## src/rtl/div_share_arb.sv

```systemverilog
// -----------------------------------------------------------------------------
// div_share_arb
// Shares one serial divider among NUM_REQ requesters. A round-robin arbiter
// grants one request at a time, issues it to the divider, captures the result
// and hands it back to the owning requester on a shared response bus.
//
// Ports
//   clk_i, rst_ni          clock, asynchronous active-low reset
//   req_vld_i/req_rdy_o    per-requester request handshake
//   req_op_a_i/op_b_i      per-requester dividend / divisor
//   req_opcode_i           0 udiv, 1 div, 2 urem, 3 rem
//   req_id_i               per-requester transaction ID
//   flush_i                per-requester abort of its own transaction
//   rsp_vld_o/rsp_rdy_i    per-requester response handshake
//   rsp_res_o, rsp_id_o    shared response bus (holds last values when idle)
//   div_vld_o, div_op_a_o, div_op_b_o, div_opcode_o, div_id_o   divider issue
//   div_flush_o            divider abort
//   div_out_vld_i, div_res_i, div_out_rdy_o                     divider result
//
// Build option
//   DIV_SHARE_ARB_RESULT_CACHE_EN : remember the last completed, unflushed
//   division; a grant with identical operands/opcode skips the divider.
// -----------------------------------------------------------------------------
module div_share_arb #(
    parameter int NUM_REQ = 2,
    parameter int WIDTH   = 64,
    parameter int ID_BITS = 3
) (
    input  logic                              clk_i,
    input  logic                              rst_ni,
    input  logic [NUM_REQ-1:0]                req_vld_i,
    output logic [NUM_REQ-1:0]                req_rdy_o,
    input  logic [NUM_REQ-1:0][WIDTH-1:0]     req_op_a_i,
    input  logic [NUM_REQ-1:0][WIDTH-1:0]     req_op_b_i,
    input  logic [NUM_REQ-1:0][1:0]           req_opcode_i,
    input  logic [NUM_REQ-1:0][ID_BITS-1:0]   req_id_i,
    input  logic [NUM_REQ-1:0]                flush_i,
    output logic [NUM_REQ-1:0]                rsp_vld_o,
    input  logic [NUM_REQ-1:0]                rsp_rdy_i,
    output logic [WIDTH-1:0]                  rsp_res_o,
    output logic [ID_BITS-1:0]                rsp_id_o,
    output logic                              div_vld_o,
    output logic [WIDTH-1:0]                  div_op_a_o,
    output logic [WIDTH-1:0]                  div_op_b_o,
    output logic [1:0]                        div_opcode_o,
    output logic [ID_BITS-1:0]                div_id_o,
    output logic                              div_flush_o,
    input  logic                              div_out_vld_i,
    input  logic [WIDTH-1:0]                  div_res_i,
    output logic                              div_out_rdy_o
);

    localparam int IDX_W = (NUM_REQ > 1) ? $clog2(NUM_REQ) : 1;

    typedef enum logic [1:0] {
        IDLE = 2'd0,
        BUSY = 2'd1,
        RESP = 2'd2
    } state_e;

    state_e               state_r;
    state_e               state_s;
    logic [IDX_W-1:0]     rr_r;
    logic [IDX_W-1:0]     owner_r;
    logic [ID_BITS-1:0]   id_r;
    logic [WIDTH-1:0]     res_r;

    logic [NUM_REQ-1:0]   elig_s;
    logic [IDX_W-1:0]     grant_idx_s;
    logic                 found_s;
    logic                 grant_s;
    logic                 hit_s;
    logic [WIDTH-1:0]     hit_res_s;
    logic                 take_s;

    // A requester flushing this cycle cannot be granted.
    assign elig_s = req_vld_i & ~flush_i;

    // Round-robin pick: first eligible above rr_r, then wrap to the lowest.
    always_comb begin
        grant_idx_s = rr_r;
        found_s     = 1'b0;
        take_s      = 1'b0;
        for (int i = 0; i < NUM_REQ; i++) begin
            take_s      = !found_s && elig_s[i] && (IDX_W'(i) > rr_r);
            grant_idx_s = take_s ? IDX_W'(i) : grant_idx_s;
            found_s     = found_s | take_s;
        end
        for (int i = 0; i < NUM_REQ; i++) begin
            take_s      = !found_s && elig_s[i] && (IDX_W'(i) <= rr_r);
            grant_idx_s = take_s ? IDX_W'(i) : grant_idx_s;
            found_s     = found_s | take_s;
        end
    end

    // rst_ni gates the grant so nothing handshakes while reset is held.
    assign grant_s      = rst_ni && (state_r == IDLE) && found_s;

    assign div_op_a_o   = req_op_a_i[grant_idx_s];
    assign div_op_b_o   = req_op_b_i[grant_idx_s];
    assign div_opcode_o = req_opcode_i[grant_idx_s];
    assign div_id_o     = req_id_i[grant_idx_s];
    assign div_vld_o    = grant_s && !hit_s;

    assign rsp_res_o    = res_r;
    assign rsp_id_o     = id_r;

    // One-hot ready to the requester granted this cycle.
    always_comb begin
        req_rdy_o = {NUM_REQ{1'b0}};
        if (grant_s) begin
            req_rdy_o[grant_idx_s] = 1'b1;
        end else begin
            req_rdy_o = {NUM_REQ{1'b0}};
        end
    end

    // Next-state and handshake outputs; owner flush wins over a result.
    always_comb begin
        state_s       = state_r;
        div_flush_o   = 1'b0;
        div_out_rdy_o = 1'b0;
        rsp_vld_o     = {NUM_REQ{1'b0}};
        case (state_r)
            IDLE: begin
                if (grant_s) begin
                    state_s = hit_s ? RESP : BUSY;
                end else begin
                    state_s = IDLE;
                end
            end
            BUSY: begin
                if (flush_i[owner_r]) begin
                    div_flush_o = 1'b1;
                    state_s     = IDLE;
                end else if (div_out_vld_i) begin
                    div_out_rdy_o = 1'b1;
                    state_s       = RESP;
                end else begin
                    state_s = BUSY;
                end
            end
            RESP: begin
                rsp_vld_o[owner_r] = 1'b1;
                if (flush_i[owner_r] || rsp_rdy_i[owner_r]) begin
                    state_s = IDLE;
                end else begin
                    state_s = RESP;
                end
            end
            default: begin
                state_s = IDLE;
            end
        endcase
    end

    // State, round-robin pointer, owner and response registers.
    always_ff @(posedge clk_i or negedge rst_ni) begin
        if (!rst_ni) begin
            state_r <= IDLE;
            rr_r    <= IDX_W'(NUM_REQ - 1);
            owner_r <= {IDX_W{1'b0}};
            id_r    <= {ID_BITS{1'b0}};
            res_r   <= {WIDTH{1'b0}};
        end else begin
            state_r <= state_s;
            if (grant_s) begin
                rr_r    <= grant_idx_s;
                owner_r <= grant_idx_s;
                id_r    <= req_id_i[grant_idx_s];
            end
            if (grant_s && hit_s) begin
                res_r <= hit_res_s;
            end else if (div_out_rdy_o) begin
                res_r <= div_res_i;
            end
        end
    end

`ifdef DIV_SHARE_ARB_RESULT_CACHE_EN
    logic               cache_vld_r;
    logic [WIDTH-1:0]   cache_a_r;
    logic [WIDTH-1:0]   cache_b_r;
    logic [1:0]         cache_op_r;
    logic [WIDTH-1:0]   cache_res_r;
    logic [WIDTH-1:0]   op_a_r;
    logic [WIDTH-1:0]   op_b_r;
    logic [1:0]         opcode_r;

    // Match the candidate request against the remembered division.
    always_comb begin
        hit_s     = cache_vld_r &&
                    (req_op_a_i[grant_idx_s]   == cache_a_r) &&
                    (req_op_b_i[grant_idx_s]   == cache_b_r) &&
                    (req_opcode_i[grant_idx_s] == cache_op_r);
        hit_res_s = cache_res_r;
    end

    // Operands are kept from grant so a completing division can be cached.
    always_ff @(posedge clk_i or negedge rst_ni) begin
        if (!rst_ni) begin
            cache_vld_r <= 1'b0;
            cache_a_r   <= {WIDTH{1'b0}};
            cache_b_r   <= {WIDTH{1'b0}};
            cache_op_r  <= 2'd0;
            cache_res_r <= {WIDTH{1'b0}};
            op_a_r      <= {WIDTH{1'b0}};
            op_b_r      <= {WIDTH{1'b0}};
            opcode_r    <= 2'd0;
        end else begin
            if (grant_s) begin
                op_a_r   <= div_op_a_o;
                op_b_r   <= div_op_b_o;
                opcode_r <= div_opcode_o;
            end
            if (div_out_rdy_o) begin
                cache_vld_r <= 1'b1;
                cache_a_r   <= op_a_r;
                cache_b_r   <= op_b_r;
                cache_op_r  <= opcode_r;
                cache_res_r <= div_res_i;
            end
        end
    end
`else
    assign hit_s     = 1'b0;
    assign hit_res_s = res_r;
`endif

endmodule
```

## config.mk

```make
export PLATFORM = sky130hd
export DESIGN_NAME = div_share_arb
export DESIGN_NICKNAME = d
export VERILOG_FILES = /design/src/rtl/div_share_arb.sv
export SDC_FILE = /design/constraint.sdc
export NUM_CORES = 1
export LEC_CHECK = 0
export ABC_AREA = 1
export CAP_MARGIN = 20
export CORE_AREA = 2 2 211 213
export DETAILED_ROUTE_END_ITERATION = 8
export DIE_AREA = 0 0 213 215
export HOLD_SLACK_MARGIN = 0.12
export PLACE_DENSITY = 0.43
export SLEW_MARGIN = 15
export SYNTH_ARGS = -nofsm -noshare
export SYNTH_HDL_FRONTEND = slang
export SYNTH_SLANG_ARGS = --single-unit
```

## constraint.sdc

```tcl
create_clock -name clk_i -period 1.4 [get_ports clk_i]
set_input_delay 0.14 -clock clk_i [delete_from_list [all_inputs] [get_ports clk_i]]
set_output_delay 0.14 -clock clk_i [all_outputs]
set_load 0.05 [all_outputs]
```

* After elaboration in Yosys (flattened, before gate mapping)
Cells that the tools add are included.
** Operators by class
- $add $sub $neg :: 0
- Multipliers :: 0
- Div/mod/pow operators :: 0
- $lt $le $gt $ge :: 8
- Equal/unequal tests :: 2
- Shift-type cells :: 0
- Muxes and demuxes :: 32
- Bitwise logic cells :: 5
- Reductions and logical operators :: 16
** Operator list (count)
- $mux W64 :: 4
- $mux W1 :: 16
- $mux W2 :: 7
- $logic_and A1 B1 Y1 :: 11
- $mux W3 :: 2
- $pmux W2 S3 :: 1
- $lt A1 B2 Y1 const B :: 2
- $logic_not A1 Y1 :: 3
- $or A1 B1 Y1 :: 3
- $and A2 B2 Y2 :: 1
- $demux W1 S1 :: 2
- $eq A2 B1 Y1 const B :: 1
- $eq A2 B2 Y1 const B :: 1
- $ge A1 B1 Y1 const B :: 2
- $gt A1 B1 Y1 const A :: 2
- $le A1 B1 Y1 const A :: 2
- $logic_not A2 Y1 :: 1
- $not A2 Y2 :: 1
- $logic_or A1 B1 Y1 :: 1
** Word-level totals
- Register bits :: 71
- Bits in latches :: 0
- RAM bits :: 0
- Memory bits (read-only) :: 0
- Input port bits :: 339
- Output and inout port bits :: 207
- Logic and storage cells :: 68
- Memories kept :: 0

* Depth between registers and ports, before layout
- Depth after elaboration :: 20
- Gate-level depth with buffers :: 9
- Gate-level depth less buffers :: 7

* Least setup slack after synthesis
Ideal clock, no wire load.
- Path kind :: flip-flop to output port
- Start point :: register state_r[1]
- End point :: output port req_rdy_o[0]
- Arrival time :: 2.005 ns
- Data required time :: 1.260 ns
- Path slack :: -0.745 ns
- Stages on the path, launching flop included :: 6
- Buffers on the path :: 0
- Cells stage by stage :: dfrtp_1 > nor2_1 > nand2_1 > a21oi_2 > inv_1 > nor2_1
** Between the ends
- Longest elaborated chain between the ends :: 4
** Ends and longest elaborated chain
- start: declaration :: line 61 : state_e state_r;
- start signal: assignment :: line 166 : state_r <= state_s;
- $logic_not A2 Y1 :: line 97 : assign grant_s = rst_ni && (state_r == IDLE) && found_s;
- $logic_and A1 B1 Y1 (2 in a row) :: line 97
- net div_vld_o :: line 42 : output logic div_vld_o,
- $mux W2 :: line 111 : if (grant_s) begin
- end: declaration :: line 32 : output logic [NUM_REQ-1:0] req_rdy_o,
The timed path passes the listed nets, and every way through them passes these cells.

* Worst setup path after layout
- Start point :: register rr_r
- End point :: output port div_op_a_o[40]
** Between the ends
- Longest elaborated chain between the ends :: 16
- Elaborated cells on any way between the ends :: 22
- Those cells by class :: 4 x order compare; 6 x mux; 2 x bitwise; 10 x reduce/logical
** Ends and longest elaborated chain
- start: declaration :: line 63 : logic [IDX_W-1:0] rr_r;
- start signal: assignment :: line 161 : rr_r <= IDX_W'(NUM_REQ - 1);
- start signal: assignment :: line 168 : rr_r <= grant_idx_s;
- $gt A1 B1 Y1 :: line 85 : take_s = !found_s && elig_s[i] && (IDX_W'(i) > rr_r);
- $logic_and A1 B1 Y1 :: line 85
- $logic_not A1 Y1 :: line 85
- $logic_and A1 B1 Y1 (2 in a row) :: line 85
- $or A1 B1 Y1 :: line 87 : found_s = found_s | take_s;
- $logic_not A1 Y1 :: line 90 : take_s = !found_s && elig_s[i] && (IDX_W'(i) <= rr_r);
- $logic_and A1 B1 Y1 (2 in a row) :: line 90
- $or A1 B1 Y1 :: line 92 : found_s = found_s | take_s;
- $logic_not A1 Y1 :: line 90
- $logic_and A1 B1 Y1 (2 in a row) :: line 90
- $mux W1 (*) :: line 91 : grant_idx_s = take_s ? IDX_W'(i) : grant_idx_s;
- $mux W64 (implied by the code) (*) (2 in a row) :: line 99 : assign div_op_a_o = req_op_a_i[grant_idx_s];
- end: declaration :: line 43 : output logic [WIDTH-1:0] div_op_a_o,
Every way passes the cells marked *; elsewhere a longest branch is shown, timed or not. The select of a mux whose other input is x is not followed.

==> flow_summary.yaml <==
placement:
  dp_cells: 1899
  port_buffers: 545
  place_hpwl_um: 29800
  gp_congestion: 0.894
clocking:
  htreeDepth: 3
  numClockSinks: 71
  cts_tree: "yes"
  clk_path_buf_depth: 2
  clockRootBuffer: "clkbuf_16"
  clock_latency_ns: 0.34
  clkTransAtPathRegs_ns: 0.06
  cts_made_buffers: 9
critical_path:
  critPathMaxStageDelay_ns: 0.58
  r2r-end: "rsp_res_o[32]"
  crit_path_end_kind: "primary output"
  timing.critical_path.cells: "nand3_4, nand2_8, clkinv_16, buf_12, clkbuf_16, nand2_2, nand2_4, buf_12"
  crit_type: "flop to primary output"
  startpoint: "rr_r"
  worstSetupStartpointType: "flop"
  slowest_stage: "dfstp_2"
  regToRegStartpoint: "owner_r"
  crit_top_cell: "buf_12"
  arrival_ns: 1.91
  crit_required_ns: 1.26
  cp_max_fo: 8
  r2r_setup_slack_ns: -0.17
  rr_worst_depth: 8
yosys:
  synthesis.nets: 1109
  ys_top_cells_by_count: "535 x nand2_1, 70 x dfrtp_1, 64 x nand4_1"
  synth_top_area_share_pct: 42.7
  ys_ff_latch: 71
  ys_top_cells_by_area: "nand2_1 43%, dfrtp_1 37%, nand4_1 8.5%, buf_4 3.2%, buf_2 2.1%"
  netlist_instances: 770
  syn-cell-area_um2: 4700
  ys_warn_count: 0
  synth_ff_type: "dfrtp_1"
  synth_largest_area_cell: "nand2_1"
  yosysSeqAreaShare_pct: 37.8
  yosysUniqueCellTypes: 18
  syn_area_per_cell_um2: 6.11
  synthMostInstantiatedCell: "nand2_1"
  synth_edf_count: 0
  synthArstFlopShare_pct: 100
timing:
  hold_viol: 0
  drv_slew: 0
  final.setup.tns_ns: -82.85
  layout_setup_ws_ns: -0.654
  slew_headroom_pct: 72.5
  rsz0062_at_grt: "yes"
  timing.fmax_mhz: 487
  min_period_ns: 2.05
  worstMarginPinSlew_ns: 0.412
  skew_ns: 0.00695
  hold_slack_ns: 0.313
  fin_crit_sh_pct: 147
  final-setup-viol-count: 170
detailed_routing:
  dr_wl_met2_um: 19000
  routedWlPerCell_um: 19.1
  wl_um: 37400
  wl_met1_um: 14700
  wl_met3_um: 3110
  drc: 0
  antenna_left: 0
  firstDrtPassIters: 4
  vias: 7380
  top_layer: "met5"
  drt_iter0_drc: 291
  viasPerCell: 3.78
cells_and_area:
  syn2layout_area_growth_pct: 226
  layout.nets: 1694
  fillers: 4442
  drive_gt1_share_pct: 45.8
  final_core_util_pct: 35.2
  seq_area_um2: 1780
  multi_input_area_um2: 4330
  layout.cells.non_filler: 1953
global_route:
  antenna_found_initial: 9
  grt_pass1_vias: 7391
  grt_pass1_wl_um: 50700
  overflow: 0
  grt_max_degree: 72
  grtUsageTotal_pct: 15.1
min_path:
  min_from: "div_out_vld_i"
  hold_depth: 4
  hold_class: "primary input to flop"
  hold_path_end: "rsp_res_o[15]"
pwr:
  power.density_nw_per_um2: 2190
  leakagePower_nw: 6.97
  peakVddDrop_mv: 1.05
floorplan:
  core_um2: 43600
  pin_count: 546
  dieHeight_um: 215
  row_count: 77
  die_w_um: 213
  die_area_um2: 45800
  start_util_pct: 10.8
run:
  max-cap-violations: 0
status:
  outcome: "finished, violations left"
  violations: "setup timing"
-- sequential cells by signal, summed over array words and instances (netlist names) --
register	cells
owner_r	1
rr_r	1
state_r	2
rsp_res_o	64
rsp_id_o	3
-- through the flow --
stage	instance area [um2]	setup slack (ns)	total power, mW
global route	15400	-0.721	35.0
floorplan	5800	-0.144	17.1
finish	15400	-0.654	33.6
detailed placement	13700	-0.501	29.1
global placement	13700	-0.495	29.0
CTS	14300	-0.657	32.2
-- cell families (layout without fill, tap and decap cells) --
group	Yosys count	after routing	synth area share (%)
other	0	2	0
and+or+nand+nor	622	622	53.6
AOI/OAI and AO/OA	6	6	0.798
buffers and inverters	71	660	7.79
DFF	71	71	37.8
-- final cells by class --
cell class / count / share of cell area, %
well taps: 592 / 4.82
multi-input cells: 628 / 28.2
diodes: 2 / 0.0326
repair buffers: 629 / 52.9
inverters: 15 / 0.611
flip-flops and latches: 71 / 11.6
clock inverters: 3 / 0.130
repair inverters: 1 / 0.0733
clock buffers: 12 / 1.60
-- timing repair --
| item | 4_1_cts | 5_1_grt |
|---|---|---|
| endpoints found under the setup margin | 142 | 190 |
| hold buffers | 1 | 0 |
| endpoints found under the hold margin | 70 | 0 |
| pin swaps | 3 | 14 |
| gates resized for setup | 75 | 177 |
| cloned | 3 | 14 |
| buffers inserted | 4 | 17 |
-- routing by layer --
layer / global-route usage [%] / vias to the layer above
li1: - / 3583
met1: 17.5 / 3431
met2: 27.1 / 310
met3: 4.62 / 42
met4: 2.87 / 14
met5: 0 / -
-- how the worst max path moves through the flow --
stage / depth (start not counted) / to
floorplan: 5 / req_rdy_o[0]
global placement: 10 / div_op_a_o[21]
detailed placement: 10 / div_op_a_o[21]
CTS: 9 / div_op_a_o[39]
global route: 8 / div_op_a_o[40]
finish: 8 / div_op_a_o[40]
-- power by group --
part / internal, mW / switching [mW] / leakage [nW]
Clock: 1.24 / 0.941 / 0.125
Combinational: 11.8 / 15.7 / 5.96
Sequential: 3.05 / 0.832 / 0.887
Total: 16.1 / 17.5 / 6.97
-- worst max-delay path, delay by kind of cell (launching register included) --
kind	cells	cell delay (ns)
DFF	1	0.58
buffers and inverters	4	0.56
and+or+nand+nor	4	0.41
-- cell usage in the layout (no fill, tap or decap), types with 18 or more instances in the layout --
| master | instances |
|---|---|
| buf_12 | 176 |
| buf_4 | 77 |
| buf_6 | 20 |
| clkbuf_16 | 18 |
| clkdlybuf4s50_1 | 336 |
| dfrtp_1 | 68 |
| nand2_1 | 252 |
| nand2_2 | 110 |
| nand2_4 | 168 |
| nand4_1 | 64 |
Power figures use the tool's default switching activity.
